**config.mk**
```make
export PLATFORM = sky130hd
export DESIGN_NAME = mem_store_unit_flat
export DESIGN_NICKNAME = d
export VERILOG_FILES = /design/src/rtl/mem_store_unit_pkg.sv /design/src/rtl/mem_store_unit_if.sv /design/src/rtl/mem_store_unit_lane_align.sv /design/src/rtl/mem_store_unit.sv /design/src/flat_wrapper.sv
export SDC_FILE = /design/constraint.sdc
export NUM_CORES = 1
export LEC_CHECK = 0
export BUFFER_PORTS_ARGS = -buffer_cell sky130_fd_sc_hd__buf_2
export CORE_MARGIN = 2
export CORE_UTILIZATION = 40
export CTS_CLUSTER_SIZE = 16
export DETAILED_ROUTE_END_ITERATION = 12
export PLACE_DENSITY_LB_ADDON = 0.3
export SLEW_MARGIN = 15
export SYNTH_ARGS = -nofsm -noshare
export SYNTH_HDL_FRONTEND = slang
export SYNTH_SLANG_ARGS = --single-unit
```
**constraint.sdc**
```tcl
create_clock -name clk -period 2.85 [get_ports clk]
set_input_delay 0.7125 -clock clk [delete_from_list [all_inputs] [get_ports clk]]
set_output_delay 0.7125 -clock clk [all_outputs]
set_load 0.01 [all_outputs]
```
**src/rtl/mem_store_unit_pkg.sv**
```systemverilog
// Shared definitions for the store unit: the size encodings (the low two bits
// of the store funct3), the FSM state encodings and the bus width.
package mem_store_unit_pkg;

  localparam int BUS_WIDTH = 32;

  localparam logic [1:0] SIZE_B = 2'b00;
  localparam logic [1:0] SIZE_H = 2'b01;
  localparam logic [1:0] SIZE_W = 2'b10;

  typedef enum logic [1:0] {
    IDLE = 2'd0,
    REQ  = 2'd1,
    DONE = 2'd2,
    ERR  = 2'd3
  } state_e;

endpackage

```
**src/rtl/mem_store_unit_if.sv**
```systemverilog
// Store command and memory write bus. The store unit uses the master side;
// the control FSM / memory model uses the slave side.
interface mem_store_unit_if;
  import mem_store_unit_pkg::*;

  logic                 store_start;
  logic [BUS_WIDTH-1:0] store_addr;
  logic [BUS_WIDTH-1:0] store_data;
  logic [1:0]           store_size;
  logic                 mem_ack;
  logic                 mem_req;
  logic                 mem_we;
  logic [BUS_WIDTH-1:0] mem_addr;
  logic [BUS_WIDTH-1:0] mem_wdata;
  logic [3:0]           mem_be;
  logic                 busy;
  logic                 done;
  logic                 err;

  modport master (
    input  store_start, store_addr, store_data, store_size, mem_ack,
    output mem_req, mem_we, mem_addr, mem_wdata, mem_be, busy, done, err
  );

  modport slave (
    output store_start, store_addr, store_data, store_size, mem_ack,
    input  mem_req, mem_we, mem_addr, mem_wdata, mem_be, busy, done, err
  );

endinterface

```
**src/rtl/mem_store_unit_lane_align.sv**
```systemverilog
// store_lane_align: places the store value in its byte lanes and produces the
// byte enables, plus flags for a misaligned halfword/word and an illegal size.
module store_lane_align
  import mem_store_unit_pkg::*;
(
  input  logic [1:0]  addr,
  input  logic [1:0]  size,
  input  logic [31:0] data,
  output logic [31:0] wdata,
  output logic [3:0]  be,
  output logic        misaligned,
  output logic        illegal
);

  // Replicate the low bytes across the word and shift the enables into place.
  always_comb begin
    wdata      = data;
    be         = 4'b1111;
    misaligned = 1'b0;
    illegal    = 1'b0;
    case (size)
      SIZE_B: begin
        wdata = {4{data[7:0]}};
        be    = 4'b0001 << addr;
      end
      SIZE_H: begin
        wdata      = {2{data[15:0]}};
        be         = 4'b0011 << {addr[1], 1'b0};
        misaligned = addr[0];
      end
      SIZE_W: begin
        misaligned = |addr;
      end
      default: begin
        be      = 4'b0000;
        illegal = 1'b1;
      end
    endcase
  end

endmodule

```
**src/rtl/mem_store_unit.sv**
```systemverilog
// mem_store_unit: drives one store to memory as a req/ack write transaction and
// reports done/err to the control FSM.
// Build option: define MEM_STORE_MISALIGN_TRAP_EN to turn misaligned SH/SW into
// an error instead of silently dropping the low address bits.
module mem_store_unit #(
  parameter int BUS_WIDTH = 32,
  parameter int TIMEOUT   = 16
) (
  input  logic              clk,
  input  logic              rst,
  mem_store_unit_if.master  bus
);
  import mem_store_unit_pkg::*;

  // Counter only has to reach TIMEOUT-1.
  localparam int CW = (TIMEOUT > 1) ? $clog2(TIMEOUT) : 1;

  state_e               state;
  logic [CW-1:0]        cnt;
  logic                 req_q, done_q, err_q, busy_q;
  logic [BUS_WIDTH-1:0] addr_q, wdata_q;
  logic [3:0]           be_q;

  logic [31:0] al_wdata;
  logic [3:0]  al_be;
  logic        al_mis, al_ill;
  logic        trap;

  store_lane_align u_align (
    .addr       (bus.store_addr[1:0]),
    .size       (bus.store_size),
    .data       (bus.store_data),
    .wdata      (al_wdata),
    .be         (al_be),
    .misaligned (al_mis),
    .illegal    (al_ill)
  );

`ifdef MEM_STORE_MISALIGN_TRAP_EN
  assign trap = al_ill | al_mis;
`else
  assign trap = al_ill;
`endif

  // Control FSM; every output is a flop so memory sees glitch-free signals.
  always_ff @(posedge clk or negedge rst) begin
    if (!rst) begin
      state   <= IDLE;
      cnt     <= '0;
      req_q   <= 1'b0;
      done_q  <= 1'b0;
      err_q   <= 1'b0;
      busy_q  <= 1'b0;
      addr_q  <= '0;
      wdata_q <= '0;
      be_q    <= 4'b0000;
    end else begin
      case (state)
        IDLE: begin
          if (bus.store_start) begin
            addr_q  <= {bus.store_addr[BUS_WIDTH-1:2], 2'b00};
            wdata_q <= al_wdata;
            be_q    <= al_be;
            cnt     <= '0;
            busy_q  <= 1'b1;
            if (trap) begin
              state <= ERR;
              err_q <= 1'b1;
            end else begin
              state <= REQ;
              req_q <= 1'b1;
            end
          end
        end
        REQ: begin
          cnt <= cnt + 1'b1;
          // Ack takes priority over a coincident timeout.
          if (bus.mem_ack) begin
            state  <= DONE;
            req_q  <= 1'b0;
            done_q <= 1'b1;
          end else if (TIMEOUT != 0 && cnt == CW'(TIMEOUT - 1)) begin
            state <= ERR;
            req_q <= 1'b0;
            err_q <= 1'b1;
          end
        end
        DONE: begin
          state  <= IDLE;
          done_q <= 1'b0;
          busy_q <= 1'b0;
        end
        default: begin
          state  <= IDLE;
          err_q  <= 1'b0;
          busy_q <= 1'b0;
        end
      endcase
    end
  end

  assign bus.mem_req   = req_q;
  assign bus.mem_we    = req_q;
  assign bus.mem_addr  = addr_q;
  assign bus.mem_wdata = wdata_q;
  assign bus.mem_be    = be_q;
  assign bus.busy      = busy_q;
  assign bus.done      = done_q;
  assign bus.err       = err_q;

endmodule

```
**src/flat_wrapper.sv**
```systemverilog
// flat-port wrapper written by rule: the top's interface ports become plain ports
module mem_store_unit_flat import mem_store_unit_pkg::*;
#(
  parameter int BUS_WIDTH = 32,
  parameter int TIMEOUT   = 16
)
  (clk, rst, bus_store_start, bus_store_addr, bus_store_data, bus_store_size, bus_mem_ack, bus_mem_req, bus_mem_we, bus_mem_addr, bus_mem_wdata, bus_mem_be, bus_busy, bus_done, bus_err);
  mem_store_unit_if bus_i ();
  input  logic clk;
  input  logic rst;
  input wire logic [$bits(bus_i.store_start)-1:0] bus_store_start;
  input wire logic [$bits(bus_i.store_addr)-1:0] bus_store_addr;
  input wire logic [$bits(bus_i.store_data)-1:0] bus_store_data;
  input wire logic [$bits(bus_i.store_size)-1:0] bus_store_size;
  input wire logic [$bits(bus_i.mem_ack)-1:0] bus_mem_ack;
  output wire logic [$bits(bus_i.mem_req)-1:0] bus_mem_req;
  output wire logic [$bits(bus_i.mem_we)-1:0] bus_mem_we;
  output wire logic [$bits(bus_i.mem_addr)-1:0] bus_mem_addr;
  output wire logic [$bits(bus_i.mem_wdata)-1:0] bus_mem_wdata;
  output wire logic [$bits(bus_i.mem_be)-1:0] bus_mem_be;
  output wire logic [$bits(bus_i.busy)-1:0] bus_busy;
  output wire logic [$bits(bus_i.done)-1:0] bus_done;
  output wire logic [$bits(bus_i.err)-1:0] bus_err;
  assign bus_i.store_start = bus_store_start;
  assign bus_i.store_addr = bus_store_addr;
  assign bus_i.store_data = bus_store_data;
  assign bus_i.store_size = bus_store_size;
  assign bus_i.mem_ack = bus_mem_ack;
  assign bus_mem_req = bus_i.mem_req;
  assign bus_mem_we = bus_i.mem_we;
  assign bus_mem_addr = bus_i.mem_addr;
  assign bus_mem_wdata = bus_i.mem_wdata;
  assign bus_mem_be = bus_i.mem_be;
  assign bus_busy = bus_i.busy;
  assign bus_done = bus_i.done;
  assign bus_err = bus_i.err;
  mem_store_unit #(.BUS_WIDTH(BUS_WIDTH), .TIMEOUT(TIMEOUT)) u_core (.clk(clk), .rst(rst), .bus(bus_i));
endmodule
```
* Word level (Yosys, flattened, before mapping)
Index checks and enable logic that the tools add are counted.
Word-level totals: output and inout port bits 73, input bits 70, register bits after elaboration 76, word-level logic and storage cells 61
Operators by class: add/subtract/negate cells 1, bitwise gates (word level) 2, reduce and logical (&&, ||, !) cells 12, equal/unequal tests 12, shift operators 2, muxes and demuxes 23
Operators by type and width (count):
- case mux 32 bit (2 select lines) | 1
- case mux 4 bit (3 select lines) | 1
- two-way mux 1 bit | 10
- inequality test 2 bit, second input constant | 5
- AND reduction 2 bit | 5
- two-way mux 2 bit | 4
- case mux 4 bit (2 select lines) | 1
- case mux 1 bit (2 select lines) | 3
- AND reduction 5 bit | 1
- adder 4 x 1 -> 4 bit, second input constant | 1
- == test 2 x 1 -> 1 bit, second input constant | 2
- == test 2 bit, second input constant | 2
- == test 4 bit, second input constant | 1
- logical NOT 2 bit | 2
- two-way mux 4 bit | 1
- case mux 2 bit (2 select lines) | 1
- AND reduction 4 bit | 1
- nonzero test 2 bit | 2
- << shifter 1 x 2 -> 4 bit, first input constant | 1
- << shifter 2 x 2 -> 4 bit, first input constant | 1
- inequality test 3 x 2 -> 1 bit, second input constant | 1
- case mux 1 bit (3 select lines) | 1
- OR reduction 3 bit | 1
- inequality test 2 x 1 -> 1 bit, second input constant | 1
- NOT 1 bit | 2

* Depth between registers and ports, before layout
Gate-level depths: netlist of run 1.
depth after elaboration 5, gate-level depth with buffers 7

* Cells and area by module
A second synthesis of run 1 with hierarchy kept.
Second synthesis, totals: cell total of the unflattened synthesis 430, area total of the unflattened synthesis 3560.9 sq um
By module, submodules not included:
- mem_store_unit | area an instance 2949.1 sq um, cells an instance 328, instances 1, seq. area each 1901.8 sq um
- store_lane_align | area an instance 611.8 sq um, cells an instance 102, instances 1, seq. area each 0.0 sq um

* Worst setup path before layout of run 1
Ideal clock, no wire load.
kind input-to-reg, from input port bus_store_size[0], to register u_core.wdata_q[25] (netlist: u_core.bus.mem_wdata[25]), stages 5, slack 1.130 ns, buffers on the path 2, setup time 0.125 ns, arrival time 1.595 ns, path through buf_2 buf_2 mux2i_1 o21ai_0 mux2_2
Between the ends: word-level cells in the longest chain between the ends 2
RTL lines:
- start, declared | line flat_wrapper.sv:14 | input wire logic [$bits(bus_i.store_size)-1:0] bus_store_size;
- == test 2 x 1 -> 1 bit / logical NOT 2 bit (equally long branches) | line mem_store_unit_lane_align.sv:21 | case (size)
- case mux 32 bit (2 select lines) * | line mem_store_unit_lane_align.sv:21
- end signal, assigned | line mem_store_unit.sv:62 | wdata_q <= al_wdata;
- end, declared | line mem_store_unit.sv:21 | logic [BUS_WIDTH-1:0] addr_q, wdata_q;
Mark *: on every way between the ends. The rest lies on a longest branch, timed or not. A chain may end at the register's enable or synchronous reset.

* Worst setup path in the final report of run 1
from register u_core.state[1], to register u_core.wdata_q[18] (netlist: u_core.bus.mem_wdata[18])
Between the ends: word-level cells in the longest chain between the ends 2
RTL lines:
- start, declared | line mem_store_unit.sv:18 | state_e state;
- start signal, assigned | line mem_store_unit.sv:48 | state <= IDLE;
- start signal, assigned | line mem_store_unit.sv:67 | state <= ERR;
- start signal, assigned | line mem_store_unit.sv:70 | state <= REQ;
- logical NOT 2 bit | line mem_store_unit.sv:58 | case (state)
- AND reduction 2 bit (no source line)
No other way between the ends.

==> results of run 1 <==
per-stage QoR:
stage / utilization (%) / setup slack, ns / hold WS [ns]
2_1_floorplan: - / 1.13 / 0.417
4_1_cts: 53.2 / 0.914 / 0.481
3_5_place_dp: 49.9 / 0.580 / 0.461
3_3_place_gp: 49.9 / 0.664 / 0.454
6_report: 53.2 / 0.934 / 0.476
5_1_grt: 53.2 / 0.781 / 0.503
power groups by stage:
stage               Combinational, mW  Sequential (mW)  Clock [mW]
finish                           1.72             1.90        1.06
global route                     1.94             1.96        1.13
CTS                              1.76             1.90        1.09
detailed placement               1.76             1.91           0
global placement                 1.71             1.90           0
floorplan                       0.834             2.11           0
worst max-delay path by stage:
| stage | from | depth (start not counted) | endpoint | slack (ns) |
|---|---|---|---|---|
| after global placement | bus_store_start | 5 | u_core.cnt[1]$_DFFE_PN0P_ | 0.66 |
| after CTS | u_core.state[1]$_DFFE_PN0P_ | 3 | u_core.bus.mem_wdata[18]$_DFFE_PN0P_ | 0.91 |
| after floorplan | bus_store_size[0] | 5 | u_core.bus.mem_wdata[25]$_DFFE_PN0P_ | 1.13 |
| after global routing | u_core.state[0]$_DFFE_PN0P_ | 3 | u_core.bus.mem_wdata[18]$_DFFE_PN0P_ | 0.78 |
| after detailed placement | bus_store_start | 4 | u_core.bus.mem_wdata[18]$_DFFE_PN0P_ | 0.58 |
| final | u_core.state[1]$_DFFE_PN0P_ | 3 | u_core.bus.mem_wdata[18]$_DFFE_PN0P_ | 0.93 |
flip-flops by register name, summed over array words and instances (netlist names):
register,cells
u_core.bus.busy,1
u_core.bus.err,1
u_core.cnt,4
u_core.bus.mem_wdata,32
u_core.bus.done,1
u_core.bus.mem_addr,30
u_core.bus.mem_req,1
u_core.bus.mem_be,4
u_core.state,2
area by class of cell:
| type | instances | area [um2] | share of cell area, % |
|---|---|---|---|
| timing repair buffer | 145 | 741 | 17.1 |
| clock buffer | 13 | 179 | 4.14 |
| multi-input combinational | 243 | 1270 | 29.3 |
| clock inverter | 3 | 90.1 | 2.08 |
| sequential | 76 | 1900 | 44.0 |
| inverter | 4 | 15.0 | 0.347 |
| tap | 105 | 131 | 3.04 |
placed cells by master, fill, tap and decap left out, types with 4 or more instances in the layout:
cell | Yosys | final
nand2_1 | 144 | 144
buf_2 | 12 | 139
dfrtp_1 | 76 | 76
o21ai_0 | 31 | 31
mux2i_1 | 25 | 25
clkbuf_8 | 0 | 13
mux2_2 | 8 | 8
buf_4 | 3 | 6
nor2_1 | 4 | 4
inv_1 | 4 | 4
a21oi_1 | 4 | 4
cells by family (layout without fill, tap and decap cells):
group | after synthesis | in the layout | synth area share (%)
compound gates | 47 | 47 | 7.88
xor+xnor | 1 | 1 | 0.263
fa+ha+maj | 1 | 1 | 0.375
buf+inv | 29 | 165 | 5.22
flops | 76 | 76 | 57.0
mux | 33 | 33 | 10.2
other cells | 1 | 2 | 0.112
simple gates | 159 | 159 | 18.9
worst max-delay path, cell delays in order (launching register included):
cell and delay (ns):
dfrtp_1 0.47, or3b_2 0.79, buf_4 0.34, o21ai_0 0.23
metal layers:
layer | vias up | global-route usage [%]
li1 | 1379 | -
met1 | 1309 | 23.8
met2 | 73 | 29.9
met3 | 11 | 3.24
met4 | 0 | 7.97
met5 | - | 0
==> metrics.md, run 1 <==
| Metric | Value |
|---|---|
| Run status | finished, final reports clean |
| Max Cap Violations | 0 |
| Max_slew headroom | about 36% |
| Worst-case clock buffer depth | 2 |
| # fillers | ~800 |
| Flop pwr share | 40.5% |
| Largest net degree at the start of global routing | slightly below 80 |
| Post-synth EDFFs | 0 |
| CTS tree | built |
| Die X | 95.3 um |
| CTS Buf Count | 9 |
| Power Dens Cells | ~1100 nW/um2 |
| P_sw | 1.68 mW |
| Drt drc | 0 |
| Die Ht | 95.3 um |
| Top cells by count, synth | nand2_1 (144), dfrtp_1 (76), o21ai_0 (31) |
| Int Pwr | 3.00 mW |
| Area leader, netlist | dfrtp_1 |
| Flops & latches, synth | 76 |
| Die Footprint | between 9000 and 10000 um2 |
| Setup bufs post-CTS | 0 |
| Reg-to-Reg Start | u_core.state[1]$_DFFE_PN0P_ |
| Root buffer cell | clkbuf_8 |
| DR top layer | met4 |
| Static leakage | around 2.4 nW |
| Worst-path fanout max | 30 |
| DR WL/cell | 13.7 um |
| Area grow syn2layout | 29.8% |
| Startpoint types | flip-flop |
| Core ar. | around 8100 um2 |
| Final hold vios | 0 |
| # IOs | 143 |
| Met2 WL | 4000 um |
| Worst IR Drop VDD | roughly 0.00046 V |
| Global-route usage over all layers | 18.3% |
| Mean Syn Cell Area | 9.61 um2 |
| Worst path required time | between 3 and 4 ns |
| Worst skew pair latency | 0.34 ns |
| Via-per-instance ratio | 4.71 |
| Final ANT Viol Nets | 0 |
| Final setup violation count | 0 |
| DRT met1 WL | 3510 um |
| HP Start | u_core.bus.mem_addr[22]$_DFFE_PN0P_ |
| Switching Fraction | 35.9% |
| Cts hold-fix bufs | 0 |
| Initial antenna violation count | 0 |
| Initial drt markers | 143 |
| Tot Pwr | approximately 4.7 mW |
| WHS Endpoint | u_core.bus.mem_addr[22]$_DFFE_PN0P_ |
| Clock power frac | 22.7% |
| Reg clk slew, reported paths | 0.08 ns |
| First drt pass iteration count | 4 |
| Nets | 550 |
| Placed Instances | 573 |
| RSZ-0062 raised after global routing | false |
| Final period util | 67.2% |
| Worst-margin pin slew | approximately 0.96 ns |
| Hold Crit Depth | 2 |
| Reg-to-Reg End | u_core.bus.mem_wdata[18]$_DFFE_PN0P_ |
| Synth Instances | 347 |
| Resize count post-CTS | 0 |
| Cell area after layout | 4330 um2 |
| Fin. max-slew vios | 0 |
| Distinct cells, synth | 32 |
| Seq/Total Area, Yosys | between 50 and 60% |
| FFs w/ async S/R, synth | 100% |
| HPWL after DPL | about 5800 um |
| Most common cell in the netlist | nand2_1 |
| Final non-filler cell total | just under 600 |
| Routability cong. | 0.799 |
| HP Class | flip-flop to flip-flop |
| Final WL | 8060 um |
| CP endpoint kind | flip-flop |
| Cell area after placement | 4060 um2 |
| Starting Density | 41.0% |
| Share of cells above drive strength 1 | between 30% and 40% |
| Total grt overflow | 0 |
| Crit path DAT | 2.16 ns |
| Mapped Area | 3330 um2 |
| Highest Clock Rate | 0.522 GHz |
| Met3 WL | ~390 um |
| Minimum clock period | 1.92 ns |
| Top-area cell type share of the netlist area | 57.0% |
| Worst Setup Path Type | flip-flop to flip-flop |
| IO buf count | 140 |
| Combinational Power Share | 36.8% |
| H-tree levels | 3 |
| Top_reg_cell synth | dfrtp_1 |
| Antenna diodes | 0 |
| YS warnings | 0 |
| Number of global-route vias before repair | roughly 2.6k |
| Global-route wire length before repair | 12600 um |
| Synth top area cells | dfrtp_1 (57%), nand2_1 (16%), mux2i_1 (7.5%) |
| Worst R2R Path Depth | 3 |
| Reg2reg setup slack | 0.93 ns |
| Setup Skew | 0.0125 ns |
| Via Count | 2772 |
| CTS Sinks | 76 |
| Setup TNS | 0 ns |
| # rows | 33 |
No activity file was read; power rests on OpenSTA's default activity.
==> inputs of run 2 (changes only) <==
--- a/config.mk
+++ b/config.mk
@@ -5,6 +5,7 @@
 export SDC_FILE = /design/constraint.sdc
 export NUM_CORES = 1
 export LEC_CHECK = 0
+export ABC_AREA = 1
 export BUFFER_PORTS_ARGS = -buffer_cell sky130_fd_sc_hd__buf_2
 export CORE_MARGIN = 2
 export CORE_UTILIZATION = 40
==> constraint.sdc (replaced) <==
create_clock -name clk -period 2 [get_ports clk]
set_input_delay 0.5 -clock clk [delete_from_list [all_inputs] [get_ports clk]]
set_output_delay 0.5 -clock clk [all_outputs]
set_load 0.01 [all_outputs]
==> metrics.md, run 2 <==
| Metric | Value |
|---|---|
| Setup bufs post-CTS | 0 (unchanged) |
| CTS Buf Count | 9 (unchanged) |
| Total grt overflow | 0 (unchanged) |
| Synth top area cells | dfrtp_1 (57%), nand2_1 (21%), nor2_1 (3.5%) (was dfrtp_1 (57%), nand2_1 (16%), mux2i_1 (7.5%)) |
| Setup TNS | 0 ns (unchanged) |
| Final non-filler cell total | 651 (was 589) |
| Post-synth EDFFs | 0 (unchanged) |
| Number of global-route vias before repair | 3010 (was 2630) |
| Crit path DAT | 1.68 ns (was 2.16 ns) |
| # rows | 33 (unchanged) |
| HPWL after DPL | 6210 um (was 5840 um) |
| Final ANT Viol Nets | 0 (unchanged) |
| IO buf count | 140 (unchanged) |
| Seq/Total Area, Yosys | 56.8% (was 57.0%) |
| Drt drc | 0 (unchanged) |
| Tot Pwr | 6.37 mW (was 4.68 mW) |
| RSZ-0062 raised after global routing | false (unchanged) |
| Power Dens Cells | 1480 nW/um2 (was 1080 nW/um2) |
| Minimum clock period | 1.42 ns (was 1.92 ns) |
| FFs w/ async S/R, synth | 100% (unchanged) |
| Worst IR Drop VDD | 0.000547 V (was 0.000463 V) |
| Max reg flops | 32 (unchanged) |
| Final hold vios | 0 (unchanged) |
| Mapped Area | 3350 um2 (was 3330 um2) |
| Worst-case clock buffer depth | 2 (unchanged) |
| Highest Clock Rate | 0.704 GHz (was 0.522 GHz) |
| Slowest CP cell | dfrtp_1 (was or3b_2) |
| Top-area cell type share of the netlist area | 56.8% (was 57.0%) |
| Reg clk slew, reported paths | 0.07 ns (was 0.08 ns) |
| Most common cell in the netlist | nand2_1 (unchanged) |
| Area grow syn2layout | 28.7% (was 29.8%) |
| Initial drt markers | 134 (was 143) |
| Worst skew pair latency | 0.34 ns (about the same) |
| HP Class | input pin to async pin (was flip-flop to flip-flop) |
| Largest net degree at the start of global routing | 39 (was 77) |
| YS warnings | 0 (unchanged) |
| Commonest non-fill, non-tap cell in the layout | nand2_1 (unchanged) |
| Distinct cells, synth | 23 (was 32) |
| # fillers | 809 (was 797) |
| Final WL | 8470 um (was 8060 um) |
| Run status | finished, final reports clean (unchanged) |
| Worst Setup Path Type | flip-flop to flip-flop (unchanged) |
| Initial antenna violation count | 0 (unchanged) |
| Nets | 613 (was 550) |
| CTS tree | built (unchanged) |
| Global-route wire length before repair | 13900 um (was 12600 um) |
| Synth Instances | 403 (was 347) |
| Cells along the critical path | nor2_4 -> nand2_4 -> inv_4 -> buf_4 -> nor2_1 -> a31oi_1 (was or3b_2 -> buf_4 -> o21ai_0) |
| Placed Instances | 636 (was 573) |
| Root buffer cell | clkbuf_8 (unchanged) |
| DR WL/cell | 13.0 um (was 13.7 um) |
| # IOs | 143 (unchanged) |
| Via Count | 3152 (was 2772) |
| Hold Worst Slack | 0.0161 ns (was 0.476 ns) |
| Antenna diodes | 0 (unchanged) |
| Core ar. | 8180 um2 (was 8130 um2) |
| Fin. max-slew vios | 0 (unchanged) |
| Max Cap Violations | 0 (unchanged) |
| H-tree levels | 3 (unchanged) |
| Final Util | 52.7% (was 53.2%) |
| Die Ht | 95.5 um (was 95.3 um) |
| Worst path required time | 2.26 ns (was 3.09 ns) |
| CTS Sinks | 76 (unchanged) |
| Final period util | 71.1% (was 67.2%) |
| Area leader, netlist | dfrtp_1 (unchanged) |
| Cts hold-fix bufs | 0 (unchanged) |
| Share of cells above drive strength 1 | 30.8% (was 36.0%) |
| First drt pass iteration count | 4 (unchanged) |
| Die Footprint | 9130 um2 (was 9080 um2) |
| CP endpoint kind | flip-flop (unchanged) |
| Startpoint types | flip-flop (unchanged) |
| Flops & latches, synth | 76 (unchanged) |
| Starting Density | 41.0% (about the same) |
| Sequential cell area | 1900 um2 (unchanged) |
| Most frequent cells in the layout | nand2_1 (183), buf_2 (139), dfrtp_1 (76) (was nand2_1 (144), buf_2 (139), dfrtp_1 (76)) |
| Multi-input logic area | 1240 um2 (was 1270 um2) |
| Via-per-instance ratio | 4.84 (was 4.71) |
| Top cells by count, synth | nand2_1 (183), dfrtp_1 (76), nor2_1 (31) (was nand2_1 (144), dfrtp_1 (76), o21ai_0 (31)) |
| Resize count post-CTS | 0 (unchanged) |
| Static leakage | 2.39 nW (about the same) |
| Global-route usage over all layers | 19.7% (was 18.3%) |
| Mean Syn Cell Area | 8.31 um2 (was 9.61 um2) |
| Die X | 95.5 um (was 95.3 um) |
| Crit-path max cell delay | 0.45 ns (was 0.79 ns) |
| Final setup violation count | 0 (unchanged) |
| Reg2reg setup slack | 0.58 ns (was 0.93 ns) |
| Setup Skew | 0.0100 ns (was 0.0125 ns) |
| Worst-path fanout max | 20 (was 30) |
| Top_reg_cell synth | dfrtp_1 (unchanged) |
| Routability cong. | 0.819 (was 0.799) |
## run 2: power by group
group / switching [mW] / internal (mW) / total, mW
clock: 0.526 / 0.509 / 1.04
combinational: 1.54 / 1.08 / 2.62
sequential: 0.433 / 2.28 / 2.71
total: 2.50 / 3.87 / 6.37
## run 2: cell families after synthesis
kind of cell / after synthesis / synth area share [%]
and+or+nand+nor: 236 / 27.9
AOI/OAI and AO/OA: 49 / 7.95
xor gates and xnor gates: 2 / 0.523
adders and majority gates: 1 / 0.373
DFF: 76 / 56.8
other: 1 / 0.112
buffers and inverters: 38 / 6.39
## run 2: critical path: cells and delay by family, from the launching register on
kind            cells  cell delay, ns
compound gates      1            0.14
flops               1            0.45
buf+inv             2            0.42
simple gates        3            0.32
## run 2: worst paths after layout
kind | from | depth (start not counted) | endpoint
setup / recovery | u_core.state[1]$_DFFE_PN0P_ | 6 | u_core.bus.mem_wdata[21]$_DFFE_PN0P_
max in group asynchronous | rst | 2 | u_core.bus.mem_addr[12]$_DFFE_PN0P_
setup reg to reg | u_core.state[1]$_DFFE_PN0P_ | 6 | u_core.bus.mem_wdata[21]$_DFFE_PN0P_
hold / removal | rst | 1 | u_core.bus.mem_wdata[16]$_DFFE_PN0P_
hold reg to reg | u_core.bus.mem_addr[19]$_DFFE_PN0P_ | 2 | u_core.bus.mem_addr[19]$_DFFE_PN0P_
min in group clk | bus_store_addr[5] | 3 | u_core.bus.mem_addr[5]$_DFFE_PN0P_
## run 2: routing by layer
metal  vias to the layer above  track usage, %  wire [um]
met5                         -               0          0
met2                       124            30.6       3780
met3                        14            5.30        643
met1                      1468            26.1       3860
li1                       1546               -          -
met4                         0            7.98        183
## run 2: cell type report
type / instances / share of cell area (%)
flip-flops and latches: 76 / 44.1
multi-input cells: 290 / 28.7
repair buffers: 149 / 18.7
clock buffers: 13 / 3.69
well taps: 105 / 3.05
inverters: 16 / 1.45
clock inverters: 2 / 0.232
## run 2: through the flow
step,cell area (um2),setup WS (ns)
2_1_floorplan,3350,0.786
3_3_place_gp,4140,0.433
3_5_place_dp,4140,0.374
4_1_cts,4310,0.565
5_1_grt,4310,0.474
6_report,4310,0.579
